$ cat config.mk
export PLATFORM = sky130hd
export DESIGN_NAME = ex_mem_stage
export DESIGN_NICKNAME = d
export VERILOG_FILES = /design/src/rtl/ex_mem_pkg.sv /design/src/rtl/exmem_skid.sv /design/src/rtl/ex_mem_stage.sv
export SDC_FILE = /design/constraint.sdc
export NUM_CORES = 1
export LEC_CHECK = 0
export CAP_MARGIN = 15
export CORE_MARGIN = 5
export CORE_UTILIZATION = 52
export CTS_CLUSTER_DIAMETER = 50
export DETAILED_ROUTE_END_ITERATION = 10
export PLACE_DENSITY = 0.82
export SLEW_MARGIN = 40
export SYNTH_ARGS = -nofsm -noshare
export SYNTH_HDL_FRONTEND = slang
export SYNTH_SLANG_ARGS = --single-unit
$ cat constraint.sdc
create_clock -name clk -period 2.95 [get_ports clk]
set_input_delay 0.4425 -clock clk [delete_from_list [all_inputs] [get_ports clk]]
set_output_delay 0.4425 -clock clk [all_outputs]
set_load 0.01 [all_outputs]
$ cat src/rtl/ex_mem_pkg.sv
// Shared types for the EX/MEM stage: control bits, the registered bundle, alignment constant.
// Optional misaligned-target trap is enabled by EXMEM_MISALIGN_TRAP_EN in ex_mem_stage.
package ex_mem_pkg;

  localparam int XLEN = 32;
  localparam int REGW = 5;

  // Low target bits a jalr forces to zero before redirecting.
  localparam logic [1:0] REDIRECT_ALIGN_MASK = 2'b01;

  typedef struct packed {
    logic branch;
    logic jal;
    logic jalr;
    logic reg_write;
    logic mem_read;
    logic mem_write;
    logic mem_to_reg;
  } ctrl_t;

  typedef struct packed {
    logic [XLEN-1:0] addr;
    logic [XLEN-1:0] wdata;
    logic [XLEN-1:0] wb;
    logic [REGW-1:0] rd;
    ctrl_t           ctrl;
    logic [2:0]      funct3;
  } exmem_bundle_t;

endpackage

$ cat src/rtl/exmem_skid.sv
// Two-entry skid buffer (main + skid) with valid/ready on both sides and a synchronous flush.
// Handshake: a beat moves when valid & ready are both high at a rising edge; ready_o depends only on registered state.
module exmem_skid #(
  parameter type T = logic [7:0]
) (
  input  logic clk_i,
  input  logic rst_ni,
  input  logic flush_i,
  input  logic wr_i,
  input  T     data_i,
  output logic ready_o,
  output logic valid_o,
  input  logic ready_i,
  output T     data_o
);

  logic main_valid_q, main_valid_d;
  logic skid_valid_q, skid_valid_d;
  T     main_q, main_d;
  T     skid_q, skid_d;
  logic consume;
  logic wr_ok;

  assign ready_o = ~skid_valid_q;
  assign valid_o = main_valid_q;
  assign data_o  = main_q;
  assign consume = main_valid_q & ready_i;
  assign wr_ok   = wr_i & ~skid_valid_q;

  always_comb begin
    main_valid_d = main_valid_q;
    skid_valid_d = skid_valid_q;
    main_d       = main_q;
    skid_d       = skid_q;
    if (flush_i) begin
      main_valid_d = 1'b0;
      skid_valid_d = 1'b0;
    end else if (consume) begin
      if (skid_valid_q) begin
        main_d       = skid_q;
        skid_valid_d = 1'b0;
      end else if (wr_ok) begin
        main_d = data_i;
      end else begin
        main_valid_d = 1'b0;
      end
    end else if (wr_ok) begin
      // Main is held by a stalled consumer, so the new beat parks in skid.
      if (main_valid_q) begin
        skid_d       = data_i;
        skid_valid_d = 1'b1;
      end else begin
        main_d       = data_i;
        main_valid_d = 1'b1;
      end
    end
  end

  always_ff @(posedge clk_i or negedge rst_ni) begin
    if (!rst_ni) begin
      main_valid_q <= 1'b0;
      skid_valid_q <= 1'b0;
      main_q       <= '0;
      skid_q       <= '0;
    end else begin
      main_valid_q <= main_valid_d;
      skid_valid_q <= skid_valid_d;
      main_q       <= main_d;
      skid_q       <= skid_d;
    end
  end

endmodule

$ cat src/rtl/ex_mem_stage.sv
// EX/MEM stage: branch/jump resolution, registered fetch redirect, writeback select and skid-buffered bundle to MEM.
// Define EXMEM_MISALIGN_TRAP_EN to trap (instead of redirect) on taken targets with bit 1 set.
module ex_mem_stage
  import ex_mem_pkg::*;
#(
  parameter int DATA_WIDTH = XLEN,
  parameter int REG_ADDR_W = REGW
) (
  input  logic                  clk,
  input  logic                  reset_n,
  input  logic                  in_valid,
  output logic                  in_ready,
  input  logic [DATA_WIDTH-1:0] alu_result,
  input  logic [DATA_WIDTH-1:0] pc,
  input  logic [DATA_WIDTH-1:0] imm,
  input  logic [DATA_WIDTH-1:0] rs1_data,
  input  logic [DATA_WIDTH-1:0] rs2_data,
  input  logic [REG_ADDR_W-1:0] rd,
  input  logic [6:0]            ctrl,
  input  logic [2:0]            funct3,
  output logic                  out_valid,
  input  logic                  out_ready,
  output logic [DATA_WIDTH-1:0] out_addr,
  output logic [DATA_WIDTH-1:0] out_wdata,
  output logic [DATA_WIDTH-1:0] out_wb,
  output logic [REG_ADDR_W-1:0] out_rd,
  output logic [6:0]            out_ctrl,
  output logic [2:0]            out_funct3,
`ifdef EXMEM_MISALIGN_TRAP_EN
  output logic                  misalign_trap,
  output logic [DATA_WIDTH-1:0] trap_pc,
`endif
  output logic                  redirect_valid,
  output logic [DATA_WIDTH-1:0] redirect_pc,
  input  logic                  flush
);

  ctrl_t                 c_in;
  logic                  taken;
  logic                  misalign;
  logic                  accept;
  logic                  wr;
  logic                  skid_ready;
  logic [DATA_WIDTH-1:0] jalr_sum;
  logic [DATA_WIDTH-1:0] target;
  logic [DATA_WIDTH-1:0] wb_val;
  exmem_bundle_t         b_in;
  exmem_bundle_t         b_out;

  logic                  redirect_valid_q, redirect_valid_d;
  logic [DATA_WIDTH-1:0] redirect_pc_q, redirect_pc_d;

  assign c_in     = ctrl_t'(ctrl);
  assign taken    = (c_in.branch & alu_result[0]) | c_in.jal | c_in.jalr;
  assign jalr_sum = rs1_data + imm;
  assign target   = c_in.jalr ? {jalr_sum[DATA_WIDTH-1:2], jalr_sum[1:0] & ~REDIRECT_ALIGN_MASK}
                              : pc + imm;
  assign wb_val   = (c_in.jal | c_in.jalr) ? pc + DATA_WIDTH'(4) : alu_result;

`ifdef EXMEM_MISALIGN_TRAP_EN
  assign misalign = taken & target[1];
`else
  assign misalign = 1'b0;
`endif

  // The cycle after a redirect is wrong-path: take whatever is offered and discard it.
  assign in_ready = redirect_valid_q | skid_ready;
  assign accept   = in_valid & in_ready;
  assign wr       = accept & ~redirect_valid_q & ~flush;

  always_comb begin
    b_in                = '0;
    b_in.addr           = alu_result;
    b_in.wdata          = rs2_data;
    b_in.wb             = wb_val;
    b_in.rd             = rd;
    b_in.ctrl           = c_in;
    b_in.ctrl.reg_write = c_in.reg_write & ~misalign;
    b_in.funct3         = funct3;
  end

  always_comb begin
    redirect_valid_d = wr & taken & ~misalign;
    redirect_pc_d    = redirect_valid_d ? target : redirect_pc_q;
  end

  always_ff @(posedge clk or negedge reset_n) begin
    if (!reset_n) begin
      redirect_valid_q <= 1'b0;
      redirect_pc_q    <= '0;
    end else begin
      redirect_valid_q <= redirect_valid_d;
      redirect_pc_q    <= redirect_pc_d;
    end
  end

  assign redirect_valid = redirect_valid_q;
  assign redirect_pc    = redirect_pc_q;

`ifdef EXMEM_MISALIGN_TRAP_EN
  logic                  trap_q;
  logic [DATA_WIDTH-1:0] trap_pc_q;

  always_ff @(posedge clk or negedge reset_n) begin
    if (!reset_n) begin
      trap_q    <= 1'b0;
      trap_pc_q <= '0;
    end else begin
      trap_q <= wr & misalign;
      if (wr & misalign) trap_pc_q <= pc;
    end
  end

  assign misalign_trap = trap_q;
  assign trap_pc       = trap_pc_q;
`endif

  exmem_skid #(
    .T(exmem_bundle_t)
  ) u_skid (
    .clk_i   (clk),
    .rst_ni  (reset_n),
    .flush_i (flush),
    .wr_i    (wr),
    .data_i  (b_in),
    .ready_o (skid_ready),
    .valid_o (out_valid),
    .ready_i (out_ready),
    .data_o  (b_out)
  );

  assign out_addr   = b_out.addr;
  assign out_wdata  = b_out.wdata;
  assign out_wb     = b_out.wb;
  assign out_rd     = b_out.rd;
  assign out_ctrl   = b_out.ctrl;
  assign out_funct3 = b_out.funct3;

endmodule

Yosys cells after proc, flatten, opt, wreduce, memory -nomap -nowiden
Index checks and enable logic that the tools add are counted.
Widths: inputs -> output; s select.
Operators by class
  add/sub/neg operators: 3
  multipliers: 0
  divide/modulo/power cells: 0
  magnitude comparators: 0
  eq/ne operators: 3
  shift operators: 0
  mux-type cells: 16
  bitwise gates (word level): 15
  reductions and logical operators: 8
Operators by type and width (number)
  $mux 111: 5
  $add 32x32->32: 2
  $mux 32: 2
  $add 32x3->32 const B: 1
  $mux 1: 9
  $reduce_and 4->1: 2
  $and 1x1->1: 7
  $ne 3x3->1 const B: 2
  $reduce_bool 3->1: 2
  $not 1->1: 4
  $or 1x1->1: 4
  $reduce_bool 2->1: 2
  $reduce_and 3->1: 1
  $ne 2x2->1 const B: 1
  $reduce_and 2->1: 1
Storage, ports and cells
  bits in registers: 257
  latch bits: 0
  RAM bits: 0
  ROM bits: 0
  input port bits: 180
  output and inout bits: 146
  logic and storage cells: 73
  memories kept: 0

Longest topological paths before layout
Gate-level depths: netlist of the first run.
  depth in word-level cells: 10
  mapped depth: 11
  mapped depth without buffers: 11

By module
A second synthesis of the first run with hierarchy kept.
Unflattened totals
  cells, all modules: 1315
  area, all modules: 15045.7 um^2
Modules (own cells, without submodules)
  exmem_skid: times used 1, cells an instance 604, area each 9748.1 um^2, seq. area each 5605.4 um^2
  ex_mem_stage: times used 1, cells an instance 711, area each 5297.6 um^2, seq. area each 825.8 um^2

Worst setup path before layout of the first run
OpenSTA, ideal clock, no wires.
  path kind: input to register
  from: in imm[0]
  to: reg redirect_pc_q[30] (netlist: redirect_pc[30])
  library setup time: 0.125 ns
  arrival: 2.656 ns
  data required time: 2.825 ns
  slack: 0.169 ns
  stages on the path: 11
  buffers on the path: 0
  cell sequence: and2_1 > fa_1 > a21o_1 > a221oi_2 > o211ai_1 > and2_4 > a21oi_2 > o21ai_1 > a221oi_1 > mux2i_1 > nor3_1
Between the ends
  longest elaborated chain between the ends: 2
  elaborated cells between the ends (all ways): 3
  classes of those cells: add/sub (2); mux (1)
RTL lines
  start: declaration: RTL line ex_mem_stage.sv:15  | input logic [DATA_WIDTH-1:0] imm,
  $add 32x32->32 (on tied branches): RTL line ex_mem_stage.sv:57, ex_mem_stage.sv:55
  $mux 32 (*): RTL line ex_mem_stage.sv:56  | assign target = c_in.jalr ? {jalr_sum[DATA_WIDTH-1:2], jalr_sum[1:0] & ~REDIRECT_ALIGN_MASK}
  end signal: assignment: RTL line ex_mem_stage.sv:93  | redirect_pc_q <= redirect_pc_d;
  end: declaration: RTL line ex_mem_stage.sv:51  | logic [DATA_WIDTH-1:0] redirect_pc_q, redirect_pc_d;
Every way passes the cells marked *; elsewhere a longest branch is shown, timed or not.
A chain may end at the register's enable or synchronous reset.

Worst setup path in the final report of the first run
  from: in rs1_data[0]
  to: reg redirect_pc_q[28] (netlist: redirect_pc[28])
Between the ends
  longest elaborated chain between the ends: 2
RTL lines
  start: declaration: RTL line ex_mem_stage.sv:16  | input logic [DATA_WIDTH-1:0] rs1_data,
  $add 32x32->32: RTL line ex_mem_stage.sv:55  | assign jalr_sum = rs1_data + imm;
  $mux 32: RTL line ex_mem_stage.sv:56
No other way between the ends.

==> results of run 1 <==
[critical path, cell delays in order]
cell,delay [ps]
clkdlybuf4s50_1,460
and2_1,190
fa_1,400
a21o_1,230
a221oi_2,310
o211ai_1,200
and2_4,200
a21oi_4,180
nor2_1,90
a221oi_2,270
xor2_1,110
a221oi_2,230
[state kept, by name (all words and copies together), names as in the netlist]
signal               cells
u_skid.skid_valid_q      1
u_skid.skid_q          111
redirect_pc             32
redirect_valid           1
u_skid.valid_o           1
u_skid.data_o          111
[cells by family after synthesis]
| logic type | count (synthesis) | synth area share [%] |
|---|---|---|
| muxes | 122 | 9.28 |
| AOI/OAI and AO/OA | 384 | 16.6 |
| DFF | 257 | 44.1 |
| adders and majority gates | 64 | 5.59 |
| xor gates and xnor gates | 78 | 4.68 |
| buffers and inverters | 105 | 2.73 |
| and+or+nand+nor | 584 | 17.1 |
[power groups by stage]
| stage | sequential [mW] | combinational, mW | clock (mW) |
|---|---|---|---|
| final | 5.09 | 4.10 | 4.19 |
| after global placement | 5.06 | 3.93 | 0 |
| after detailed placement | 5.12 | 4.05 | 0 |
| after global routing | 5.20 | 4.45 | 4.43 |
| after CTS | 5.08 | 4.09 | 4.27 |
| after floorplan | 5.22 | 1.72 | 0 |
[timing repair]
item | in CTS | in global routing
hold endpoints to repair | 57 | 0
pin swaps | 1 | 8
endpoints found under the setup margin | 6 | 11
hold buffers | 1 | 0
resized for setup | 3 | 26
[per-stage QoR]
step	instance area (um2)	hold slack (ps)
2_1_floorplan	14600	147
3_3_place_gp	19300	439
3_5_place_dp	19300	443
4_1_cts	20500	458
5_1_grt	20700	453
6_report	20700	452
[cells in the final DEF, fill, tap and decap left out, drive strengths merged, types with 11 or more instances in the layout]
| master | synthesis | routed |
|---|---|---|
| xnor2 | 45 | 45 |
| inv | 17 | 23 |
| dfrtp | 257 | 257 |
| xor2 | 33 | 33 |
| mux2 | 106 | 106 |
| nor3 | 12 | 12 |
| a31oi | 108 | 108 |
| nor2 | 173 | 173 |
| o21ai | 79 | 79 |
| o21bai | 11 | 11 |
| nand2 | 299 | 299 |
| ha | 62 | 62 |
| a21o | 32 | 32 |
| clkdlybuf4s50 | 0 | 321 |
| nand3 | 23 | 23 |
| clkbuf | 80 | 45 |
| buf | 8 | 160 |
| and3 | 21 | 21 |
| a21oi | 94 | 94 |
| mux2i | 16 | 16 |
[per-layer routing]
metal / share of wire (%) / routed length, um / vias up / track usage, %
li1: - / - / 6497 / -
met1: 42 / 19100 / 6632 / 37.5
met2: 47 / 21500 / 558 / 46.8
met3: 6.7 / 3040 / 129 / 4.28
met4: 4.4 / 1990 / 0 / 11.3
met5: 0 / 0 / - / 0
[worst paths after layout]
path	from	to	slack, ps	cells past startpoint
max	rs1_data[0]	redirect_pc[28]	50	12
min	imm[0]	redirect_pc[0]	450	4
max reg2reg	u_skid.skid_valid_q	u_skid.data_o[76]	860	8
min reg2reg	redirect_pc[15]	redirect_pc[15]	480	2
max in group asynchronous	reset_n	u_skid.skid_q[77]	1670	3
min in group asynchronous	reset_n	u_skid.data_o[102]	500	2
[cell type report]
type,count,share of cell area [%]
Tap cell,378,2.29
Clock inverter,18,0.992
Clock buffer,45,4.66
Sequential cell,257,31.1
Antenna cell,2,0.0242
Multi-Input combinational cell,1232,38.4
Inverter,17,0.309
Timing Repair Buffer,484,22.2
==> key figures, run 1 <==
Status
  – Outcome: finished, final reports clean

Global routing
  – First-pass GRT wire length: 71,900 um
  – Gr usage total: 28.3%
  – Vias in the first global route: 13,917
  – Largest net degree at the start of global routing: 79
  – Grt ovf: 0
  – Initial antenna violation count: 2

Layout
  – Fillers: 1,992
  – Final core utilization: 74.4%
  – Layout cells sized above 1: 18.4%
  – Area of the multi-input gates: 7950 um2
  – Area grow syn2layout: 41.7%
  – Nets: 2,271
  – Reg area: 6430 um2
  – Fin cells: 2,433

STA
  – Finish-stage setup viols: 0
  – Worst Tran Pin Value: 587 ps
  – Period minus WS final: 2900 ps
  – Final Cycle Share: 98.2%
  – Max_slew headroom: 60.9%
  – Final max-slew violation count: 0
  – Final Skew: 20.2 ps
  – Setup tns final: 0 ps
  – Worst setup margin: 54.5 ps
  – Final hold vios: 0
  – Fmax: 345 MHz

CTS
  – CTS H-Tree Depth: 2
  – CTS tree: done
  – # Post-CTS Setup Buffers: 0
  – CTS root buffer: clkbuf_16
  – Clock net sink count: 257
  – Number of clock buffers inserted by TritonCTS: 35
  – Worst skew pair latency: 510 ps
  – CTS Buffer Depth: 3
  – Worst-path clk slew: 60 ps

Synthesis
  – Yosys top cell by area: dfrtp_1
  – Synthesized Nets: 1,838
  – Post-synth EDFFs: 0
  – Cells after Synth: 1,594
  – Top cells by count, synth: nand2_1 (299), dfrtp_1 (257), nor2_1 (173), a31oi_1 (106), mux2_2 (106)
  – Synth unique cells: 74
  – Synth Register Bits: 257
  – Ys Warns: 0
  – Largest cells by area after synthesis: dfrtp_1 (44%), mux2_2 (8.2%), nand2_1 (7.7%), ha_1 (5.3%), a31oi_1 (4.5%)
  – Async S/R FF share, synth: 100%
  – Most used DFF post-synth: dfrtp_1
  – Mapped Avg Cell Area: 9.16 um2
  – Register area share after synthesis: 44.1%
  – Synth top area share: 44.1%
  – Most frequent cell after synthesis: nand2_1
  – Post-Syn Area: 14,600 um2

Power and ir drop
  – P_leak: 9.14 nW
  – Cell Pwr Density: 647 nW/um2
  – VDD IR max: 444 uV
  – Clock share of power: 31.3%
  – Post-layout total power: 13.4 mW
  – Sequential share of power: 38.1%
  – Switching part of the total power: 30.4%
  – P_int: 9.32 mW
  – Switching power: 4.07 mW
  – Combinational power share: 30.6%

Placed design
  – Post-place setup slack: -585 ps
  – DPL Wire Length: 33,600 um
  – PortBufs: 325
  – Placed cells: 2,367
  – Placer Congestion: 0.922

Drt
  – Per-cell routed wire length: 18.8 um
  – Vias/cell: 5.68
  – DR iter-0 viols: 1,220
  – ANT nets after route: 0
  – DR vias: 13,816
  – Drt total wl: 45,600 um
  – DR pass1 iterations: 7
  – Residual DRC count: 0

Die
  – Core Region: 27,800 um2
  – Initial Utilization: 52.5%
  – Io pins: 326
  – Die W: 178 um
  – Die ar.: 31,500 um2
  – Die H: 178 um
  – Num rows: 61

Worst setup path
  – Required @ worst endpoint: 3360 ps
  – CP arrival: 3300 ps
  – WS Path Type: in2reg
  – Crit start category: input pin
  – Endpoint type of the worst setup path: register
  – CP max FO: 3

Min path
  – Worst hold path class: in2reg

Flow run
  – Max-Cap Viols: 0
Power figures use the tool's default switching activity.
==> run 2: changes to the inputs <==
--- a/config.mk
+++ b/config.mk
@@ -10,7 +10,7 @@
 export CORE_UTILIZATION = 52
 export CTS_CLUSTER_DIAMETER = 50
 export DETAILED_ROUTE_END_ITERATION = 10
-export PLACE_DENSITY = 0.82
+export PLACE_DENSITY = 0.94
 export SLEW_MARGIN = 40
 export SYNTH_ARGS = -nofsm -noshare
 export SYNTH_HDL_FRONTEND = slang
==> run 2 against run 1 <==
Effect of this change: clock power decreased by 6.9%; first-iteration DRC count grew 12%; clock-buffer cell count down 4; sequential power is 1% higher; die area did not move; critical path depth is 1 lower; core utilization shrank 0.33 points; worst hold slack worse by 180 ps; via count is 2.8% higher; clock skew is 9.0 ps lower; largest cell class unchanged.
==> key figures, run 2 (synthesis gave the netlist of run 1 again) <==
Worst setup path
  – Required @ worst endpoint: 3450 ps (+90 ps)
  – Crit start category: input pin
  – Delay-heaviest family, CP: compound AO/OA/AOI/OAI gates
  – CP max FO: 4 (+1)
  – WS Path Type: in2reg
  – Cell chain of the critical path: clkdlybuf4s50_1, ha_1, nand4_1, a21boi_2, o21ai_2, o2111a_1, or4_4, o21ai_2, o31ai_1, mux2i_1, o221a_1
  – R2R depth: 7 (-1)
  – Endpoint type of the worst setup path: register
  – Buf/Inv on CP: 1 (unchanged)
  – Crit-path most repeated cell: o21ai_2
  – Critical-path top delay cell: or4_4
  – CP arrival: 3330 ps (+30 ps)
  – Worst path depth: 11 (-1)
  – Crit-path max cell delay: 560 ps (+100 ps)

Flow run
  – Max-Cap Viols: 0 (unchanged)

CTS
  – Worst skew pair latency: 570 ps (+60 ps)
  – CTS root buffer: clkbuf_16
  – Worst-path clk slew: 60 ps (about the same)
  – CTS Buffer Depth: 3 (unchanged)
  – Number of clock buffers inserted by TritonCTS: 31 (-11%)
  – CTS H-Tree Depth: 1 (-1)
  – CTS tree: done
  – Clock net sink count: 257 (unchanged)

Die
  – Die ar.: 31,500 um2 (unchanged)
  – Die W: 178 um (unchanged)
  – Num rows: 61 (unchanged)
  – Initial Utilization: 52.5% (unchanged)
  – Die H: 178 um (unchanged)
  – Core Region: 27,800 um2 (unchanged)
  – Io pins: 326 (unchanged)

STA
  – Worst Tran Pin Value: 743 ps (+157 ps)
  – Max_slew headroom: 50.4% (-10 points)
  – Final max-slew violation count: 0 (unchanged)
  – Fin Hold WS: 271 ps (-181 ps)
  – Final Skew: 11.2 ps (-8.99 ps)
  – Finish-stage setup viols: 0 (unchanged)
  – Fmax: 354 MHz (+2.5%)
  – Period minus WS final: 2820 ps (-71.1 ps)
  – Final hold vios: 0 (unchanged)
  – Setup tns final: 0 ps (unchanged)
  – Final Cycle Share: 95.7% (-2.4 points)

Min path
  – Worst hold path class: in2reg
  – Hold depth: 3 (-1)

Global routing
  – Gr usage total: 30.1% (+1.9 points)
  – Vias in the first global route: 14,626 (+5.1%)
  – Grt ovf: 0 (unchanged)
  – First-pass GRT wire length: 76,400 um (+6.2%)
  – Largest net degree at the start of global routing: 95 (+20%)
  – Initial antenna violation count: 2 (unchanged)

Placed design
  – Placer Congestion: 0.914 (-0.93%)
  – PortBufs: 325 (unchanged)
  – DPL Wire Length: 36,300 um (+7.9%)

Power and ir drop
  – VDD IR max: 453 uV (+2.0%)
  – Post-layout total power: 13.2 mW (-1.2%)
  – Cell Pwr Density: 643 nW/um2 (-0.71%)
  – P_leak: 9.14 nW (about the same)

Drt
  – Vias/cell: 5.82 (+2.6%)
  – ANT nets after route: 0 (unchanged)
  – DR iter-0 viols: 1,367 (+12%)
  – Residual DRC count: 0 (unchanged)
  – Per-cell routed wire length: 20.2 um (+7.5%)
  – Drt total wl: 49,200 um (+7.7%)
  – DR vias: 14,199 (+2.8%)
  – DR pass1 iterations: 6 (-1)

Layout
  – Commonest non-fill, non-tap cell in the layout: clkdlybuf4s50_1
  – Area grow syn2layout: 41.1%
  – Layout cells sized above 1: 18.4% (-0.054 points)
  – Most frequent cells in the layout: clkdlybuf4s50_1 (322), nand2_1 (298), dfrtp_1 (257)
  – Nets: 2,279 (+0.35%)

Status
  – Outcome: finished, final reports clean
-- run 2: final timing paths --
check	startpoint	to	slack [ps]
max	imm[2]	redirect_pc[31]	130
min	ctrl[4]	u_skid.data_o[7]	270
max reg2reg	u_skid.skid_valid_q	u_skid.data_o[12]	780
min reg2reg	u_skid.skid_q[37]	u_skid.skid_q[37]	480
max in group asynchronous	reset_n	redirect_pc[0]	1620
min in group asynchronous	reset_n	u_skid.data_o[50]	500
-- run 2: timing repair --
| action | CTS | global route |
|---|---|---|
| pin swaps | 1 | 4 |
| buffers inserted | 1 | 0 |
| hold buffers | 1 | 0 |
| gates resized for setup | 2 | 17 |
| endpoints found under the setup margin | 6 | 8 |
| hold endpoints to repair | 89 | 0 |
-- run 2: layer usage --
layer	global-route usage [%]	up-vias	part of all wire [%]
li1	-	6505	-
met1	36.8	6809	38
met2	52.4	707	49
met3	5.52	176	7.5
met4	12.8	2	5.0
met5	0	-	0.041
-- run 2: cell type report --
| cell class | count | area, um2 |
|---|---|---|
| multi-input cells | 1232 | 7890 |
| fillers | 1825 | 7190 |
| flip-flops and latches | 257 | 6430 |
| repair buffers | 496 | 4680 |
| clock buffers | 41 | 873 |
| well taps | 378 | 473 |
| clock inverters | 16 | 176 |
| inverters | 17 | 63.8 |
| diodes | 1 | 2.50 |
-- run 2: where the power goes --
part           switching [mW]  leakage [nW]  total [mW]  internal, mW
registers               0.639          3.03        5.15          4.51
clock network            1.61         0.520        3.90          2.28
logic                    1.91          5.59        4.19          2.28
-- run 2: tightest hold or removal path: stages --
cell and delay [ps]:
buf_2 180, nand2_1 80, a31oi_1 70
-- run 2: metrics by stage --
step	util (%)	instance area [um2]	worst slack, ps	std cells
6_report	74.1	20600	126	2438
5_1_grt	74.1	20600	-11.9	2438
3_5_place_dp	69.9	19400	-744	2378
2_1_floorplan	-	14600	169	1594
3_3_place_gp	69.9	19400	-618	2378
4_1_cts	73.8	20500	2.87	2437
